--- config.mk ---
export PLATFORM = sky130hd
export DESIGN_NAME = song_player_ctrl
export DESIGN_NICKNAME = d
export VERILOG_FILES = /design/src/rtl/song_player_ctrl_pkg.sv /design/src/rtl/song_player_ctrl_beat_timer.sv /design/src/rtl/song_player_ctrl.sv
export SDC_FILE = /design/constraint.sdc
export NUM_CORES = 1
export LEC_CHECK = 0
export ABC_CLOCK_PERIOD_IN_PS = 3200
export CAP_MARGIN = 20
export CORE_MARGIN = 3
export CORE_UTILIZATION = 40
export CTS_CLUSTER_DIAMETER = 60
export DETAILED_ROUTE_END_ITERATION = 7
export PLACE_DENSITY_LB_ADDON = 0.25
export SETUP_SLACK_MARGIN = 0.2
export SLEW_MARGIN = 10
export SYNTH_ARGS = -nofsm -noshare
export SYNTH_HDL_FRONTEND = slang
export SYNTH_SLANG_ARGS = --single-unit
--- constraint.sdc ---
create_clock -name clk -period 3.2 [get_ports clk]
set_input_delay 0.64 -clock clk [delete_from_list [all_inputs] [get_ports clk]]
set_output_delay 0.64 -clock clk [all_outputs]
set_load 0.02 [all_outputs]
--- src/rtl/song_player_ctrl_pkg.sv ---
// Shared definitions for the buzzer playback path: player state encodings,
// note-code layout and the song ROM bus helper. The tone generator and the
// song ROMs import this package as well.
// Note codes: 0 = silence, 1..21 = low/mid/high register tones.
package song_player_ctrl_pkg;

  typedef enum logic [1:0] {
    sstop  = 2'b00,
    splay  = 2'b01,
    spause = 2'b10
  } play_state_t;

  localparam int NOTE_W    = 5;
  localparam int NUM_SONGS = 4;
  localparam int ADDR_W    = 6;

  localparam logic [NOTE_W-1:0] NOTE_SILENCE = 5'd0;

  // Pick one song's note code out of the packed ROM bus (song k on bits [5k+4:5k])
  function automatic logic [NOTE_W-1:0] select_note(
    input logic [NUM_SONGS*NOTE_W-1:0] bus,
    input logic [1:0]                  idx
  );
    logic [NOTE_W-1:0] n;
    case (idx)
      2'd0:    n = bus[0*NOTE_W +: NOTE_W];
      2'd1:    n = bus[1*NOTE_W +: NOTE_W];
      2'd2:    n = bus[2*NOTE_W +: NOTE_W];
      default: n = bus[3*NOTE_W +: NOTE_W];
    endcase
    return n;
  endfunction

endpackage

--- src/rtl/song_player_ctrl_beat_timer.sv ---
// Beat timer: counts 0..BEAT_TICKS-1 while enabled and wraps, can be frozen
// by hold or forced back to zero by clear. Flags the first cycle of a beat,
// the trailing silent gap and the last cycle of a beat.
module song_player_ctrl_beat_timer #(
  parameter int BEAT_TICKS = 25_000_000,
  parameter int GAP_TICKS  = 2_500_000
) (
  input  logic clk,
  input  logic reset,
  input  logic clear,
  input  logic hold,
  input  logic enable,
  output logic at_start,
  output logic in_gap,
  output logic at_end
);

  localparam int CNT_W = (BEAT_TICKS > 1) ? $clog2(BEAT_TICKS) : 1;
  localparam logic [CNT_W-1:0] LAST_CNT  = CNT_W'(BEAT_TICKS - 1);
  localparam logic [CNT_W-1:0] GAP_START = CNT_W'(BEAT_TICKS - GAP_TICKS);

  logic [CNT_W-1:0] count;

  // Beat counter: clear wins over hold, hold wins over counting
  always_ff @(posedge clk) begin
    if (reset) begin
      count <= '0;
    end else if (clear) begin
      count <= '0;
    end else if (enable && !hold) begin
      count <= at_end ? '0 : count + CNT_W'(1);
    end
  end

  // Decode the beat position flags; a zero-length gap never reports in_gap
  always_comb begin
    at_start = (count == '0);
    at_end   = (count == LAST_CNT);
    in_gap   = (GAP_TICKS != 0) && (count >= GAP_START);
  end

endmodule

--- src/rtl/song_player_ctrl.sv ---
// Playback controller for the buzzer: play/pause/stop FSM, song selection,
// per-beat note address stepping and the articulation gap at the end of
// each beat. Every output leaves through a register.
import song_player_ctrl_pkg::*;

module song_player_ctrl #(
  parameter int BEAT_TICKS = 25_000_000,
  parameter int GAP_TICKS  = 2_500_000,
  parameter int SONG_LEN   = 64
) (
  input  logic                          clk,
  input  logic                          reset,
  input  logic                          btn_play,
  input  logic                          btn_pause,
  input  logic                          btn_stop,
  input  logic [1:0]                    song_sel,
  input  logic                          loop_en,
  input  logic [NUM_SONGS*NOTE_W-1:0]   rom_note,
  output logic [ADDR_W-1:0]             rom_addr,
  output logic [1:0]                    state,
  output logic [1:0]                    song_id,
  output logic [NOTE_W-1:0]             note_out,
  output logic                          beat_strobe,
  output logic                          done
);

  localparam logic [ADDR_W-1:0] LAST_ADDR = ADDR_W'(SONG_LEN - 1);

  play_state_t         cur_state;
  play_state_t         nxt_state;
  logic                at_start;
  logic                in_gap;
  logic                at_end;
  logic                start_play;
  logic                advancing;
  logic                last_note;
  logic                timer_clear;
  logic                timer_hold;
  logic                timer_enable;
  logic [ADDR_W-1:0]   nxt_addr;
  logic [1:0]          nxt_song_id;
  logic [NOTE_W-1:0]   nxt_note;
  logic                nxt_strobe;
  logic                nxt_done;

  song_player_ctrl_beat_timer #(
    .BEAT_TICKS (BEAT_TICKS),
    .GAP_TICKS  (GAP_TICKS)
  ) u_beat_timer (
    .clk      (clk),
    .reset    (reset),
    .clear    (timer_clear),
    .hold     (timer_hold),
    .enable   (timer_enable),
    .at_start (at_start),
    .in_gap   (in_gap),
    .at_end   (at_end)
  );

  // Register the FSM state together with all outputs; reset beats everything
  always_ff @(posedge clk) begin
    if (reset) begin
      cur_state   <= sstop;
      rom_addr    <= '0;
      song_id     <= '0;
      note_out    <= NOTE_SILENCE;
      beat_strobe <= 1'b0;
      done        <= 1'b0;
    end else begin
      cur_state   <= nxt_state;
      rom_addr    <= nxt_addr;
      song_id     <= nxt_song_id;
      note_out    <= nxt_note;
      beat_strobe <= nxt_strobe;
      done        <= nxt_done;
    end
  end

  // Next-state logic; stop outranks pause, pause outranks play, and a
  // command that means nothing in the current state is simply ignored
  always_comb begin
    nxt_state = cur_state;
    case (cur_state)
      sstop: begin
        if (btn_play && !btn_stop) nxt_state = splay;
      end
      splay: begin
        if (btn_stop)                                nxt_state = sstop;
        else if (btn_pause)                          nxt_state = spause;
        else if (at_end && last_note && !loop_en)    nxt_state = sstop;
      end
      spause: begin
        if (btn_stop)      nxt_state = sstop;
        else if (btn_play) nxt_state = splay;
      end
      default: nxt_state = sstop;
    endcase
  end

  // Datapath controls and next output values; a beat only advances in PLAY
  // when no pause or stop arrives in the same cycle, so those commands
  // silence the output and freeze the counter on the edge that samples them
  always_comb begin
    start_play   = (cur_state == sstop) && btn_play && !btn_stop;
    advancing    = (cur_state == splay) && !btn_stop && !btn_pause;
    last_note    = (rom_addr == LAST_ADDR);
    timer_clear  = start_play || btn_stop;
    timer_hold   = !advancing;
    timer_enable = (cur_state == splay);

    nxt_addr = rom_addr;
    if (btn_stop || start_play) begin
      nxt_addr = '0;
    end else if (advancing && at_end) begin
      nxt_addr = last_note ? '0 : rom_addr + ADDR_W'(1);
    end

    nxt_song_id = start_play ? song_sel : song_id;
    nxt_note    = (advancing && !in_gap) ? select_note(rom_note, song_id) : NOTE_SILENCE;
    nxt_strobe  = advancing && at_start;
    nxt_done    = advancing && at_end && last_note;
  end

  assign state = cur_state;

endmodule

==> results.md <==
- Pwr Density: 350 mW/mm^2
- Syn avg cell area: 8.28 um^2
- CTS Sinks: 42
- Placed Instances: 387
- Sequential area share after synthesis: 0.359
- WL final: 6050 um
- Antenna Nets Post-Route: 0
- FF/Latch Area: 841 um^2
- Final setup fails: 0
- Mapped Cells: 283
- Post-CTS sizing: 0
- Worst r2r src: u_beat_timer.count[24]
- Layout Cells excl Fill: 395
- # H-tree levels: 2
- DP HPWL: 4470 um
- Final cell utilization of the core: 0.529
- RSZ-0062 raised after global routing: no
- Synth Warn #: 0
- Total GRT Usage: 0.182
- Yosys cell types: 45
- Inserted Diodes: 0
- Worst-path clk slew: 0.09 ns
- Nets: approximately 350
- Area added between synthesis and finish: 25.8%
- CP cell instances: clkdlybuf4s50_1 -> or4b_1 -> buf_4 -> or4_1 -> or3_1 -> a21oi_1
- Slew Limit Headroom: 0.395
- Final hold viol count: 0
- Final Critical Period: 2.66 ns
- Later-pin clock latency in the skew report: 0.30 ns
- Die Ht: 82.5 um
- Ys async rst share: 0
- IO Port Bufs: 44
- Delay-heaviest family, CP: simple AND/OR/NAND/NOR gates
- WP buf/inv: 2
- EDFF count, synth: 0
- Hold Path Origin: rom_addr[4]
- Number of global-route vias before repair: between 2000 and 2500
- Synth top area cells: dfxtp_1 (36%), mux4_2 (4.8%), a21oi_1 (4.7%)
- Outcome: complete, no violations
- Site row count: 27
- WL per Instance: between 15 and 20 um
- Reg2Reg Depth: 4
- CP max-delay cell: or4b_1
- Top-Level Pins: 45
- Die area: 0.00681 mm^2
- Crit path capture type: flop
- Worst-Margin Slew: 0.896 ns
- Hold Crit Class: flop to flop
- CP endpoint: u_beat_timer.count[23]
- Initial DRC count: approximately 210
- Synth area leader: dfxtp_1
- Root Driver: clkbuf_8
- Critical path data required time: 3.43 ns
- Setup crit start kind: primary input
- CTS tree: done
- Drt pass-1 iters: 5
- Critical-path maximum fanout: 14
- Post-route setup TNS: 0 ns
- Post-route cell area: 0.00295 mm^2
- GPL Wtd Cong: 0.847
- Final count of pins violating max slew: 0
- Register bit total from synthesis: 42
- Proportion of netlist area held by the largest area contributor: 0.359
- Post-synth net total: 314
- Fin Clk Skew: ~0.013 ns
- Crit Path Class: primary input to flop
- Worst R2R End: rom_addr[5]
- Share of layout cells above drive strength 1: 0.0588
- F_max: 0.375 GHz
- Commonest non-fill, non-tap cell in the layout: clkdlybuf4s50_1
- Critical Path Start: btn_stop
- Total CTS buffers: 5
- Crit path depth: 6
- DRC: 0
- Pin count of the biggest net entering global routing: 18
- Critical path arrival: 2.90 ns
- Hold Buf Count CTS: 0
- Clk buf depth: 2
- Vias per Instance: 5.92
- Initial Utilization: 0.420
- Peak supply drop: 0.286 mV
- Cell Area, Placed: about 0.0028 mm^2
- Main flop type after synthesis: dfxtp_1
- R2R Setup Slk: 0.94 ns
- Leakage: 0.913 nW
- GRT overflow: 0
- First-pass GRT wire length: a little under 10000 um
- Max Cap Violations: 0
- Post-CTS setup buffer count: 0
- Initial antenna violation count: 0
- Most frequent cells in the layout: clkdlybuf4s50_1 (44), dfxtp_1 (42), nand2_1 (23)
- Tcrit/Tclk final: 0.833
- Critical path's largest stage delay: 0.57 ns
- Core area: 0.00557 mm^2
- Post-synth design cell area: 0.00234 mm^2
- Fill count: 538
- Die width: ~83 um
- Via Count: 2339
- Area occupied by multi-input gates: 0.00140 mm^2
-- layout make-up --
class	count	area share
Timing Repair Buffer	49	0.162
Clock buffer	7	0.0259
Multi-Input combinational cell	215	0.474
Tap cell	72	0.0306
Clock inverter	1	0.0102
Sequential cell	42	0.285
Inverter	9	0.0115
-- layer usage --
metal | track usage | vias up | wire, um
met1 | 0.241 | 1090 | 2760
met5 | 0 | - | 0
met4 | 0.0507 | 0 | 64
met2 | 0.298 | 82 | 2870
met3 | 0.0401 | 7 | 359
li1 | - | 1160 | -
-- metrics by stage --
| step | power [mW] | worst slack [ns] | hold slack (ns) |
|---|---|---|---|
| 2_1_floorplan | 0.575 | 0.734 | 0.473 |
| 3_5_place_dp | 0.625 | 0.250 | 0.508 |
| 6_report | 1.03 | 0.536 | 0.517 |
| 5_1_grt | 1.07 | 0.411 | 0.546 |
| 3_3_place_gp | 0.623 | 0.258 | 0.489 |
| 4_1_cts | 1.04 | 0.555 | 0.520 |
-- flip-flops by register name (all words and copies together), names as in the netlist --
signal              count
beat_strobe             1
song_id                 2
done                    1
u_beat_timer.count     25
state                   2
rom_addr                6
note_out                5
-- synthesized netlist by cell type, types with 2 or more instances --
cell / number
dfxtp_1: 42
nand2_1: 23
a21oi_1: 22
nand3_1: 17
nor2_1: 17
o21ai_0: 16
clkbuf_1: 14
nand4_1: 11
or4_1: 11
nor4_1: 10
inv_1: 9
o31ai_1: 9
and3_1: 7
or3_1: 7
a211oi_1: 5
mux4_2: 5
nor3_1: 5
a31oi_1: 4
and2_1: 4
and4_1: 4
mux2i_1: 4
nand2b_1: 4
a311oi_1: 3
ha_1: 3
nor4b_1: 3
xnor2_1: 3
nor4bb_1: 2
xor2_1: 2
-- kinds of logic (layout without fill, tap and decap cells) --
kind of cell | count (synthesis) | after routing | share of synthesized area
and+or+nand+nor | 130 | 130 | 0.316
xor gates and xnor gates | 5 | 5 | 0.0187
buffers and inverters | 26 | 66 | 0.0443
DFF | 42 | 42 | 0.359
adders and majority gates | 3 | 3 | 0.0160
muxes | 9 | 9 | 0.0652
AOI/OAI and AO/OA | 68 | 68 | 0.181
-- worst min-delay path: stages (launching register included) --
cell and delay (ns):
dfxtp_1 0.35, nand2_1 0.07, mux2i_1 0.06
-- worst min path at each step --
stage | endpoint | slack [ns] | cells past startpoint
3_3_place_gp | rom_addr[4] | 0.49 | 2
5_1_grt | rom_addr[1] | 0.55 | 2
4_1_cts | rom_addr[4] | 0.52 | 2
2_1_floorplan | u_beat_timer.count[24] | 0.47 | 2
6_report | rom_addr[4] | 0.52 | 2
3_5_place_dp | rom_addr[1] | 0.51 | 2
-- power by group --
| part | internal (mW) | switching [mW] | total [mW] |
|---|---|---|---|
| Combinational | 0.0514 | 0.0292 | 0.0806 |
| Sequential | 0.525 | 0.00559 | 0.531 |
| Clock | 0.234 | 0.187 | 0.421 |
| Total | 0.810 | 0.222 | 1.03 |
Power figures use the tool's default switching activity.
